===== config.mk =====
export PLATFORM = sky130hd
export DESIGN_NAME = fwd_scoreboard
export DESIGN_NICKNAME = d
export VERILOG_FILES = /design/src/rtl/fwd_pkg.sv /design/src/rtl/fwd_lookup.sv /design/src/rtl/fwd_scoreboard.sv
export SDC_FILE = /design/constraint.sdc
export NUM_CORES = 1
export LEC_CHECK = 0
export CELL_PAD_IN_SITES_DETAIL_PLACEMENT = 0
export CELL_PAD_IN_SITES_GLOBAL_PLACEMENT = 1
export CORE_MARGIN = 5
export CORE_UTILIZATION = 32
export DETAILED_ROUTE_END_ITERATION = 10
export PLACE_DENSITY = 0.88
export SLEW_MARGIN = 10
export SYNTH_ARGS = -nofsm -noshare
export SYNTH_HDL_FRONTEND = slang
export SYNTH_SLANG_ARGS = --single-unit

===== constraint.sdc =====
create_clock -name clk -period 4.06 [get_ports clk]
set_clock_uncertainty 0.2 [all_clocks]
set_input_delay 1.218 -clock clk [delete_from_list [all_inputs] [get_ports clk]]
set_output_delay 1.218 -clock clk [all_outputs]
set_load 0.03 [all_outputs]

===== src/rtl/fwd_pkg.sv =====
// Shared types and constants for the forwarding scoreboard.
//
// stage_t is one in-flight pipeline entry. Its rd and data fields are sized
// to the largest register index and datapath width the scoreboard supports
// (FWD_RD_MAX / FWD_DATA_MAX). An instance stores its REG_W / DATA_W values
// zero-extended into these fields.
package fwd_pkg;

    localparam int FWD_ZERO_REG = 31;
    localparam int FWD_DATA_MAX = 64;
    localparam int FWD_RD_MAX   = 8;

    typedef struct packed {
        logic                    valid;
        logic [FWD_RD_MAX-1:0]   rd;
        logic                    is_load;
        logic                    ready;
        logic [FWD_DATA_MAX-1:0] data;
    } stage_t;

endpackage


===== src/rtl/fwd_lookup.sv =====
// One forwarding lookup port: finds the youngest valid in-flight entry that
// writes the requested register and decides what value, if any, it forwards.
//
// Ports:
//   stages         in  DEPTH entries, index 0 youngest
//   ex_result      in  ALU result for the stage-0 entry this cycle
//   mem_data_valid in  load data for the stage-1 entry is present
//   mem_data       in  load data
//   addr           in  register index looked up
//   data           out forwarded value (0 when hit is low)
//   hit            out data is valid
//   dep            out matched entry exists but cannot forward yet
module fwd_lookup
    import fwd_pkg::*;
#(
    parameter int DATA_W   = 64,
    parameter int REG_W    = 5,
    parameter int DEPTH    = 3,
    parameter int ZERO_REG = FWD_ZERO_REG
) (
    input  stage_t [DEPTH-1:0] stages,
    input  logic [DATA_W-1:0]  ex_result,
    input  logic               mem_data_valid,
    input  logic [DATA_W-1:0]  mem_data,
    input  logic [REG_W-1:0]   addr,
    output logic [DATA_W-1:0]  data,
    output logic               hit,
    output logic               dep
);

    localparam logic [REG_W-1:0] ZERO_IDX = REG_W'(ZERO_REG);

    logic found;

    // Scan youngest to oldest; the first match decides the outcome even when
    // it cannot forward, so an older value is never used in its place.
    always_comb begin
        data  = '0;
        hit   = 1'b0;
        dep   = 1'b0;
        found = 1'b0;
        for (int k = 0; k < DEPTH; k++) begin
            if (!found && stages[k].valid && (addr != ZERO_IDX) &&
                (stages[k].rd == FWD_RD_MAX'(addr))) begin
                found = 1'b1;
                if (stages[k].ready) begin
                    hit  = 1'b1;
                    data = stages[k].data[DATA_W-1:0];
                end else if ((k == 0) && !stages[k].is_load) begin
                    hit  = 1'b1;
                    data = ex_result;
                end else if ((k == 1) && stages[k].is_load && mem_data_valid) begin
                    hit  = 1'b1;
                    data = mem_data;
                end else begin
                    dep = 1'b1;
                end
            end
        end
    end

endmodule


===== src/rtl/fwd_scoreboard.sv =====
// Forwarding scoreboard: tracks DEPTH in-flight register writers, captures
// ALU results and load data as they become available, and serves NREAD
// bypass lookups. stall flags any lookup that hits a producer whose value
// is not yet available; stall_cnt counts stall cycles, saturating.
//
// Ports:
//   clk, reset      single clock, synchronous active-high reset
//   advance         pipeline moves one stage this cycle
//   flush           discard all in-flight entries (overrides advance)
//   ins_valid/ins_rd/ins_is_load  instruction entering stage 0 on advance
//   ex_result       ALU result of the stage-0 entry
//   mem_data_valid/mem_data       load data for the stage-1 entry
//   rd_addr         NREAD packed lookup indices
//   rd_data/rd_hit  NREAD forwarded values and their valid bits
//   stall           some lookup depends on an unready producer
//   stall_cnt       saturating stall-cycle count
module fwd_scoreboard
    import fwd_pkg::*;
#(
    parameter int DATA_W   = 64,
    parameter int REG_W    = 5,
    parameter int DEPTH    = 3,
    parameter int NREAD    = 2,
    parameter int ZERO_REG = FWD_ZERO_REG,
    parameter int CNT_W    = 32
) (
    input  logic                    clk,
    input  logic                    reset,
    input  logic                    advance,
    input  logic                    flush,
    input  logic                    ins_valid,
    input  logic [REG_W-1:0]        ins_rd,
    input  logic                    ins_is_load,
    input  logic [DATA_W-1:0]       ex_result,
    input  logic                    mem_data_valid,
    input  logic [DATA_W-1:0]       mem_data,
    input  logic [NREAD*REG_W-1:0]  rd_addr,
    output logic [NREAD*DATA_W-1:0] rd_data,
    output logic [NREAD-1:0]        rd_hit,
    output logic                    stall,
    output logic [CNT_W-1:0]        stall_cnt
);

    localparam logic [REG_W-1:0] ZERO_IDX = REG_W'(ZERO_REG);

    stage_t [DEPTH-1:0] stg;
    stage_t             s0_in;
    stage_t             s0_out;
    stage_t             s1_eff;
    logic               capture;
    logic [NREAD-1:0]   dep;

    // Load data is captured into stage 1 whether or not the pipe moves.
    assign capture = stg[1].valid && stg[1].is_load && !stg[1].ready && mem_data_valid;

    always_comb begin
        // Entry created by the instruction entering stage 0.
        s0_in         = '0;
        s0_in.valid   = ins_valid && (ins_rd != ZERO_IDX);
        s0_in.rd      = FWD_RD_MAX'(ins_rd);
        s0_in.is_load = ins_is_load;

        // Stage-0 entry as it leaves for stage 1: ALU ops pick up their result.
        s0_out = stg[0];
        if (stg[0].valid && !stg[0].is_load) begin
            s0_out.ready = 1'b1;
            s0_out.data  = FWD_DATA_MAX'(ex_result);
        end

        // Stage-1 entry including any load data arriving this cycle.
        s1_eff = stg[1];
        if (capture) begin
            s1_eff.ready = 1'b1;
            s1_eff.data  = FWD_DATA_MAX'(mem_data);
        end
    end

    always_ff @(posedge clk) begin
        if (reset) begin
            stg       <= '0;
            stall_cnt <= '0;
        end else begin
            if (stall && (stall_cnt != {CNT_W{1'b1}})) begin
                stall_cnt <= stall_cnt + CNT_W'(1);
            end
            if (flush) begin
                for (int k = 0; k < DEPTH; k++) begin
                    stg[k].valid <= 1'b0;
                end
            end else if (advance) begin
                // The oldest entry falls off the end.
                stg[0] <= s0_in;
                stg[1] <= s0_out;
                for (int k = 2; k < DEPTH; k++) begin
                    stg[k] <= (k == 2) ? s1_eff : stg[k-1];
                end
            end else if (capture) begin
                stg[1] <= s1_eff;
            end
        end
    end

    for (genvar p = 0; p < NREAD; p++) begin : g_lookup
        fwd_lookup #(
            .DATA_W   (DATA_W),
            .REG_W    (REG_W),
            .DEPTH    (DEPTH),
            .ZERO_REG (ZERO_REG)
        ) u_lookup (
            .stages         (stg),
            .ex_result      (ex_result),
            .mem_data_valid (mem_data_valid),
            .mem_data       (mem_data),
            .addr           (rd_addr[p*REG_W +: REG_W]),
            .data           (rd_data[p*DATA_W +: DATA_W]),
            .hit            (rd_hit[p]),
            .dep            (dep[p])
        );
    end

    assign stall = |dep;

endmodule


==> out/metrics.cfg, run 1 <==
[global_routing]
grt_max_degree = 77
grt_first_pass_wirelength_mm = 74.1
grt_overflow = 0
grtUsageTotal_pct = 24.0
grt_pass1_vias = 13038
antenna_found_initial = 5

[route]
first_pass_iters = 5
drc_errors = 0
vias = 12563
first_iter_violations = 684
vias_per_cell = 5.79
wire_per_inst_um = 22.6
wirelength_mm = 49.0
drtAntennaViolNets = 0

[synth]
synth-edff-count = 0
yosysTopAreaCell = dfxtp_1
seq_area_frac_synth_pct = 32.9
yosysWarnings = 0
ys_seq_elements = 182
avgSynthCellArea_um2 = 8.01
ys_async_sr_fraction_pct = 0
synth_nets = 1535
synth_ff_type = dfxtp_1
ys_types = 49
yosys-top-cells-count = 189 x o221ai_1, 188 x nand2_1, 182 x dfxtp_1
yosys.area.top_type_share_pct = 32.9
netlist_area_mm2 = 0.0111
synth_most_common_cell = o221ai_1
synthCells = 1384
yosys-top-cells-area = dfxtp_1 33%, o221ai_1 15%, mux2i_1 12%

[placed_design]
post_dp_cell_area_mm2 = 0.0173
place.port_buffers = 312
dp_slack_ns = -1.19
place_hpwl_mm = 30.0
gp_congestion = 0.872

[final_layout]
fin_area_mm2 = 0.0202
multi_input_area_mm2 = 0.0101
ff_latch_area_mm2 = 0.00365
area_growth_pct = 81.9
drive_gt1_share_pct = 34.8
nNetsFinal = 1851
fillers = 2763

[hold_path]
hp-class = register to register
hold_depth = 2
min_from = stg[75]$_SDFFE_PP0P_
worst_hold_path.endpoint = stg[75]$_SDFFE_PP0P_

[critical_path]
cp_data_arrival_time_ns = 3.27
reg2reg_to = stall_cnt[1]$_SDFFE_PP0P_
critical_path.max_stage_delay_ns = 0.46
rrSetupSlack_ns = 0.80
timing.rr.start = stall_cnt[3]$_SDFFE_PP0P_
cp-end-kind = primary output
rr_worst_depth = 9
crit_fanout = 7
slowest_stage = or4_4
cp.required_ns = 2.64
crit_type = input pin to primary output
path_cells = buf_4, xnor2_1, nand4_1, or4_4, buf_6, and3_4, buf_12, buf_12, or2_4, buf_6
cp-start-kind = input pin

[status]
status = finished with violations
violations = negative setup slack

[cts]
clk_latency_ns = 0.43
clkSinkCount = 182
cts_buffers = 17
tritoncts = built
clk_pin_slew_worst_paths_ns = 0.07
htree_levels = 4
clockBufferDepth = 2
cts_root_buf = clkbuf_16

[sta]
timing.final.ws_setup_ns = -0.628
worst_slew_pin_slew_ns = 0.771
finalSetupViolCount = 131
period_share_pct = 115
fmax_ghz = 0.213
slew_headroom_pct = 48.6
hold_ws_ns = 0.273
final-max-slew-violation-count = 0
rsz0062_at_grt = true
period_needed_ns = 4.69
setup_tns_ns = -68.62
finalHoldViolCount = 0

[power_and_ir_drop]
power_mw = 4.48
powerDensity_mw_per_mm2 = 222
p_leak_nw = 7.89
ir_drop_mv = 0.224

[floorplanning]
io_pins = 313
die_x_um = 196
rows = 68
dieArea_mm2 = 0.0385
start_util_pct = 32.2
core_area_mm2 = 0.0344
die_h_um = 196

[flow_run]
maxCapViolCount = 0

kinds of logic after synthesis:
family	Yosys count	share of synthesized area [%]
AO/OA/AOI/OAI	378	25.8
XOR/XNOR	46	3.63
adder cells (fa/ha/maj)	1	0.113
buffers and inverters	147	5.21
flip-flops	182	32.9
multiplexers	133	12.1
AND/OR/NAND/NOR	497	20.3
routing by layer:
metal	vias up	GRT usage [%]	wire length, um
met5	-	0	51
met4	8	8.77	1540
met3	100	6.15	3540
met2	450	40.2	24000
met1	6164	29.8	19900
li1	5841	-	-
cells in the final DEF (no fill, tap or decap), types with 4 or more instances in the layout:
master	count
a211oi_1	65
nor2_4	4
buf_12	39
o31a_1	5
buf_16	14
clkdlybuf4s50_1	169
o21ai_0	69
nor2_1	150
o221ai_4	113
or3_1	8
o21a_1	5
nand2_1	68
buf_8	12
clkbuf_16	23
xor2_1	17
nand2_2	12
buf_6	152
inv_1	5
mux2i_1	130
nand4_1	10
o221ai_2	15
nor4_1	6
nand2b_1	65
nand2_4	108
a21oi_1	28
buf_4	44
xnor2_2	10
dfxtp_1	180
and3_1	6
o221ai_1	61
nor3_1	9
nand3_1	20
xnor2_1	13
inv_6	5
registers in the layout, indices dropped and copies added (netlist names):
| register | cells |
|---|---|
| s1_eff | 7 |
| s0_out | 7 |
| stall_cnt | 32 |
| stg | 136 |
worst max-delay path by stage:
stage / slack [ns] / cells past startpoint / start / to
floorplan: -0.33 / 6 / rd_addr[2] / rd_data[39]
global placement: -1.14 / 8 / rd_addr[9] / stall
detailed placement: -1.19 / 8 / rd_addr[9] / stall
CTS: -0.64 / 12 / rd_addr[5] / rd_data[86]
global route: -0.68 / 10 / rd_addr[0] / rd_hit[0]
finish: -0.63 / 10 / rd_addr[0] / rd_hit[0]
critical path: cells and delay by family:
family                 cells  cell delay, ns
buffers and inverters      5            0.74
XOR/XNOR                   1            0.22
AND/OR/NAND/NOR            4            1.09
repair_timing:
action	4_1_cts	5_1_grt
hold buffers	0	0
gates cloned	14	6
endpoints found under the hold margin	0	0
setup endpoints to repair	131	131
resized for setup	330	73
pin swaps	35	16
setup buffers	26	11
cell type report:
class                   count  area share, %
diodes                      1         0.0124
clock buffers              20           2.26
clock inverters            12          0.689
inverters                   7          0.130
multi-input cells        1055           50.0
flip-flops and latches    182           18.1
well taps                 455           2.82
repair buffers            437           26.0
report_power, final:
group	internal [mW]	switching [mW]
Combinational	0.316	0.456
Clock	0.953	0.787
Sequential	1.87	0.100
per-stage QoR:
stage / std cells / utilization (%)
3_3_place_gp: 2087 / 50.3
3_5_place_dp: 2087 / 50.3
4_1_cts: 2159 / 57.4
2_1_floorplan: 1384 / -
6_report: 2169 / 58.7
5_1_grt: 2168 / 58.7
Note: power is estimated with default switching activity, not from simulation.
==> inputs of run 2 (changes only) <==
Settings changed: CORE_UTILIZATION 32 to 28, PLACE_DENSITY 0.88 to 0.75.
==> out/metrics.cfg, run 2 (synthesized netlist as in run 1, its figures left out) <==
[status]
status = finished with violations  ; unchanged
violations = negative setup slack  ; unchanged

[final_layout]
fillers = 3484  ; was 2763
largest_register_ffs = 136  ; unchanged
layout.cells.non_filler = 2241  ; was 2169
fin_area_mm2 = 0.0204  ; was 0.0202 mm2
area_growth_pct = 83.8  ; was 81.9%
nNetsFinal = 1859  ; was 1851
layout_common_cells = 180 x dfxtp_1, 169 x clkdlybuf4s50_1, 150 x nor2_1  ; was 180 x dfxtp_1, 169 x clkdlybuf4s50_1, 152 x buf_6
top_regs = stg: 136 flops, stall_cnt: 32 flops  ; unchanged
top_register = stg  ; unchanged
fin_util_pct = 52.3  ; was 58.7%
layout_commonest_cell = dfxtp_1  ; unchanged
drive_gt1_share_pct = 34.2  ; was 34.8%

[power_and_ir_drop]
p_leak_nw = 7.92  ; was 7.89 nW
powerDensity_mw_per_mm2 = 221  ; was 222 mW/mm2
ir_drop_mv = 0.293  ; was 0.224 mV
power_mw = 4.50  ; was 4.48 mW

[critical_path]
cp_common_cell = buf_6
crit_type = input pin to primary output  ; unchanged
cp.required_ns = 2.64  ; about the same
crit_fanout = 9  ; was 7
reg2reg_to = stall_cnt[23]$_SDFFE_PP0P_  ; was stall_cnt[1]$_SDFFE_PP0P_
timing.rr.start = s0_out[69]$_SDFFE_PP0P_  ; was stall_cnt[3]$_SDFFE_PP0P_
path_cells = buf_6, xor2_1, or4_4, buf_8, buf_12, nand3_4, buf_12, buf_6, buf_6, o21ai_2, or2_4, buf_6  ; was buf_4, xnor2_1, nand4_1, or4_4, buf_6, and3_4, buf_12, buf_12, or2_4, buf_6
cp-end-kind = primary output  ; unchanged
rr_worst_depth = 14  ; was 9
critical_path.max_stage_delay_ns = 0.55  ; was 0.46 ns
cp_data_arrival_time_ns = 3.21  ; was 3.27 ns
slowest_stage = or4_4  ; unchanged
rrSetupSlack_ns = 0.75  ; was 0.80 ns
cp-start-kind = input pin  ; unchanged

[sta]
finalHoldViolCount = 0  ; unchanged
setup_tns_ns = -68.14  ; was -68.62 ns
period_share_pct = 114  ; was 115%
finalSetupViolCount = 131  ; unchanged
final-max-slew-violation-count = 0  ; unchanged
hold_ws_ns = 0.275  ; was 0.273 ns
rsz0062_at_grt = true  ; unchanged
fmax_ghz = 0.216  ; was 0.213 GHz
period_needed_ns = 4.63  ; was 4.69 ns
worst_slew_pin_slew_ns = 0.974  ; was 0.771 ns
timing.final.ws_setup_ns = -0.569  ; was -0.628 ns
slew_headroom_pct = 35.1  ; was 48.6%

[route]
drtAntennaViolNets = 0  ; unchanged
drc_errors = 0  ; unchanged
vias_per_cell = 5.55  ; was 5.79
wirelength_mm = 51.8  ; was 49.0 mm
vias = 12434  ; was 12563
wire_per_inst_um = 23.1  ; was 22.6 um
first_iter_violations = 672  ; was 684
first_pass_iters = 4  ; was 5

[hold_path]
worst_hold_path.endpoint = stg[75]$_SDFFE_PP0P_  ; unchanged
hold_depth = 2  ; unchanged
min_from = stg[75]$_SDFFE_PP0P_  ; unchanged
hp-class = register to register  ; unchanged

[floorplanning]
start_util_pct = 28.5  ; was 32.2%
core_area_mm2 = 0.0389  ; was 0.0344 mm2
dieArea_mm2 = 0.0437  ; was 0.0385 mm2
die_x_um = 209  ; was 196 um
rows = 72  ; was 68
die_h_um = 209  ; was 196 um
io_pins = 313  ; unchanged

[placed_design]
placed_cells = 2153  ; was 2087
post_dp_cell_area_mm2 = 0.0175  ; was 0.0173 mm2
place.port_buffers = 312  ; unchanged
gp_congestion = 0.875  ; was 0.872
dp_slack_ns = -1.19  ; about the same
place_hpwl_mm = 31.4  ; was 30.0 mm

[global_routing]
grt_pass1_vias = 12530  ; was 13038
grtUsageTotal_pct = 22.9  ; was 24.0%
grt_max_degree = 76  ; was 77
antenna_found_initial = 5  ; unchanged
grt_overflow = 0  ; unchanged
grt_first_pass_wirelength_mm = 78.7  ; was 74.1 mm

[cts]
clk_latency_ns = 0.44  ; was 0.43 ns
clockBufferDepth = 2  ; unchanged
cts_root_buf = clkbuf_16  ; unchanged
cts_buffers = 17  ; unchanged
htree_levels = 4  ; unchanged
clkSinkCount = 182  ; unchanged
tritoncts = built  ; unchanged
clk_pin_slew_worst_paths_ns = 0.06  ; was 0.07 ns

[flow_run]
maxCapViolCount = 0  ; unchanged

run 2: changes by cell type in the layout (fill, tap and decap cells not counted), moves of 3 or more:
cell,previous run,this run
bufbuf_16,0,3
buf_16,14,22
clkbuf_1,1,5
buf_4,44,47
nand2_1,68,74
xor2_1,17,20
nand2_4,108,102
buf_8,12,7
buf_6,152,148
clkbuf_16,23,20
buf_12,39,42
inv_6,5,0
xor2_4,3,0
run 2: critical path, delay by kind of cell:
family / cells / cell delay (ns)
buffers and inverters: 7 / 0.89
and+or+nand+nor: 3 / 0.90
xor gates and xnor gates: 1 / 0.14
AOI/OAI and AO/OA: 1 / 0.04
run 2: report_power, final:
| part | total (mW) | internal [mW] | switching [mW] | leakage [nW] |
|---|---|---|---|---|
| Combinational | 0.782 | 0.328 | 0.454 | 6.14 |
| Clock | 1.75 | 1.00 | 0.744 | 0.284 |
| Sequential | 1.97 | 1.87 | 0.101 | 1.49 |
run 2: cell type report:
cell class,instances,area (um2),area share [%]
clock inverters,8,124,0.608
inverters,7,26.3,0.129
flip-flops and latches,182,3650,17.9
diodes,2,5.00,0.0246
repair buffers,443,5450,26.7
well taps,518,648,3.18
clock buffers,24,472,2.32
multi-input cells,1057,10000,49.1
run 2: what timing repair did:
item / in CTS / in global routing
endpoints found under the setup margin: 132 / 131
gates cloned: 22 / 3
hold buffers: 0 / 0
pin swaps: 51 / 19
resized for setup: 324 / 39
setup buffers: 27 / 6
run 2: worst max path at each step:
stage | end | start | depth (start not counted) | slack [ns]
2_1_floorplan | rd_data[39] | rd_addr[2] | 6 | -0.33
3_3_place_gp | stall | rd_addr[9] | 8 | -1.13
3_5_place_dp | stall | rd_addr[1] | 9 | -1.19
4_1_cts | rd_data[112] | rd_addr[5] | 12 | -0.62
5_1_grt | rd_data[2] | rd_addr[1] | 11 | -0.66
6_report | rd_hit[0] | rd_addr[2] | 12 | -0.57
run 2: layer usage:
| layer | share of wire, % | track usage, % |
|---|---|---|
| met1 | 44 | 30.8 |
| met2 | 48 | 37.3 |
| met3 | 5.7 | 4.81 |
| met4 | 2.4 | 6.64 |
| met5 | 0.075 | 0 |
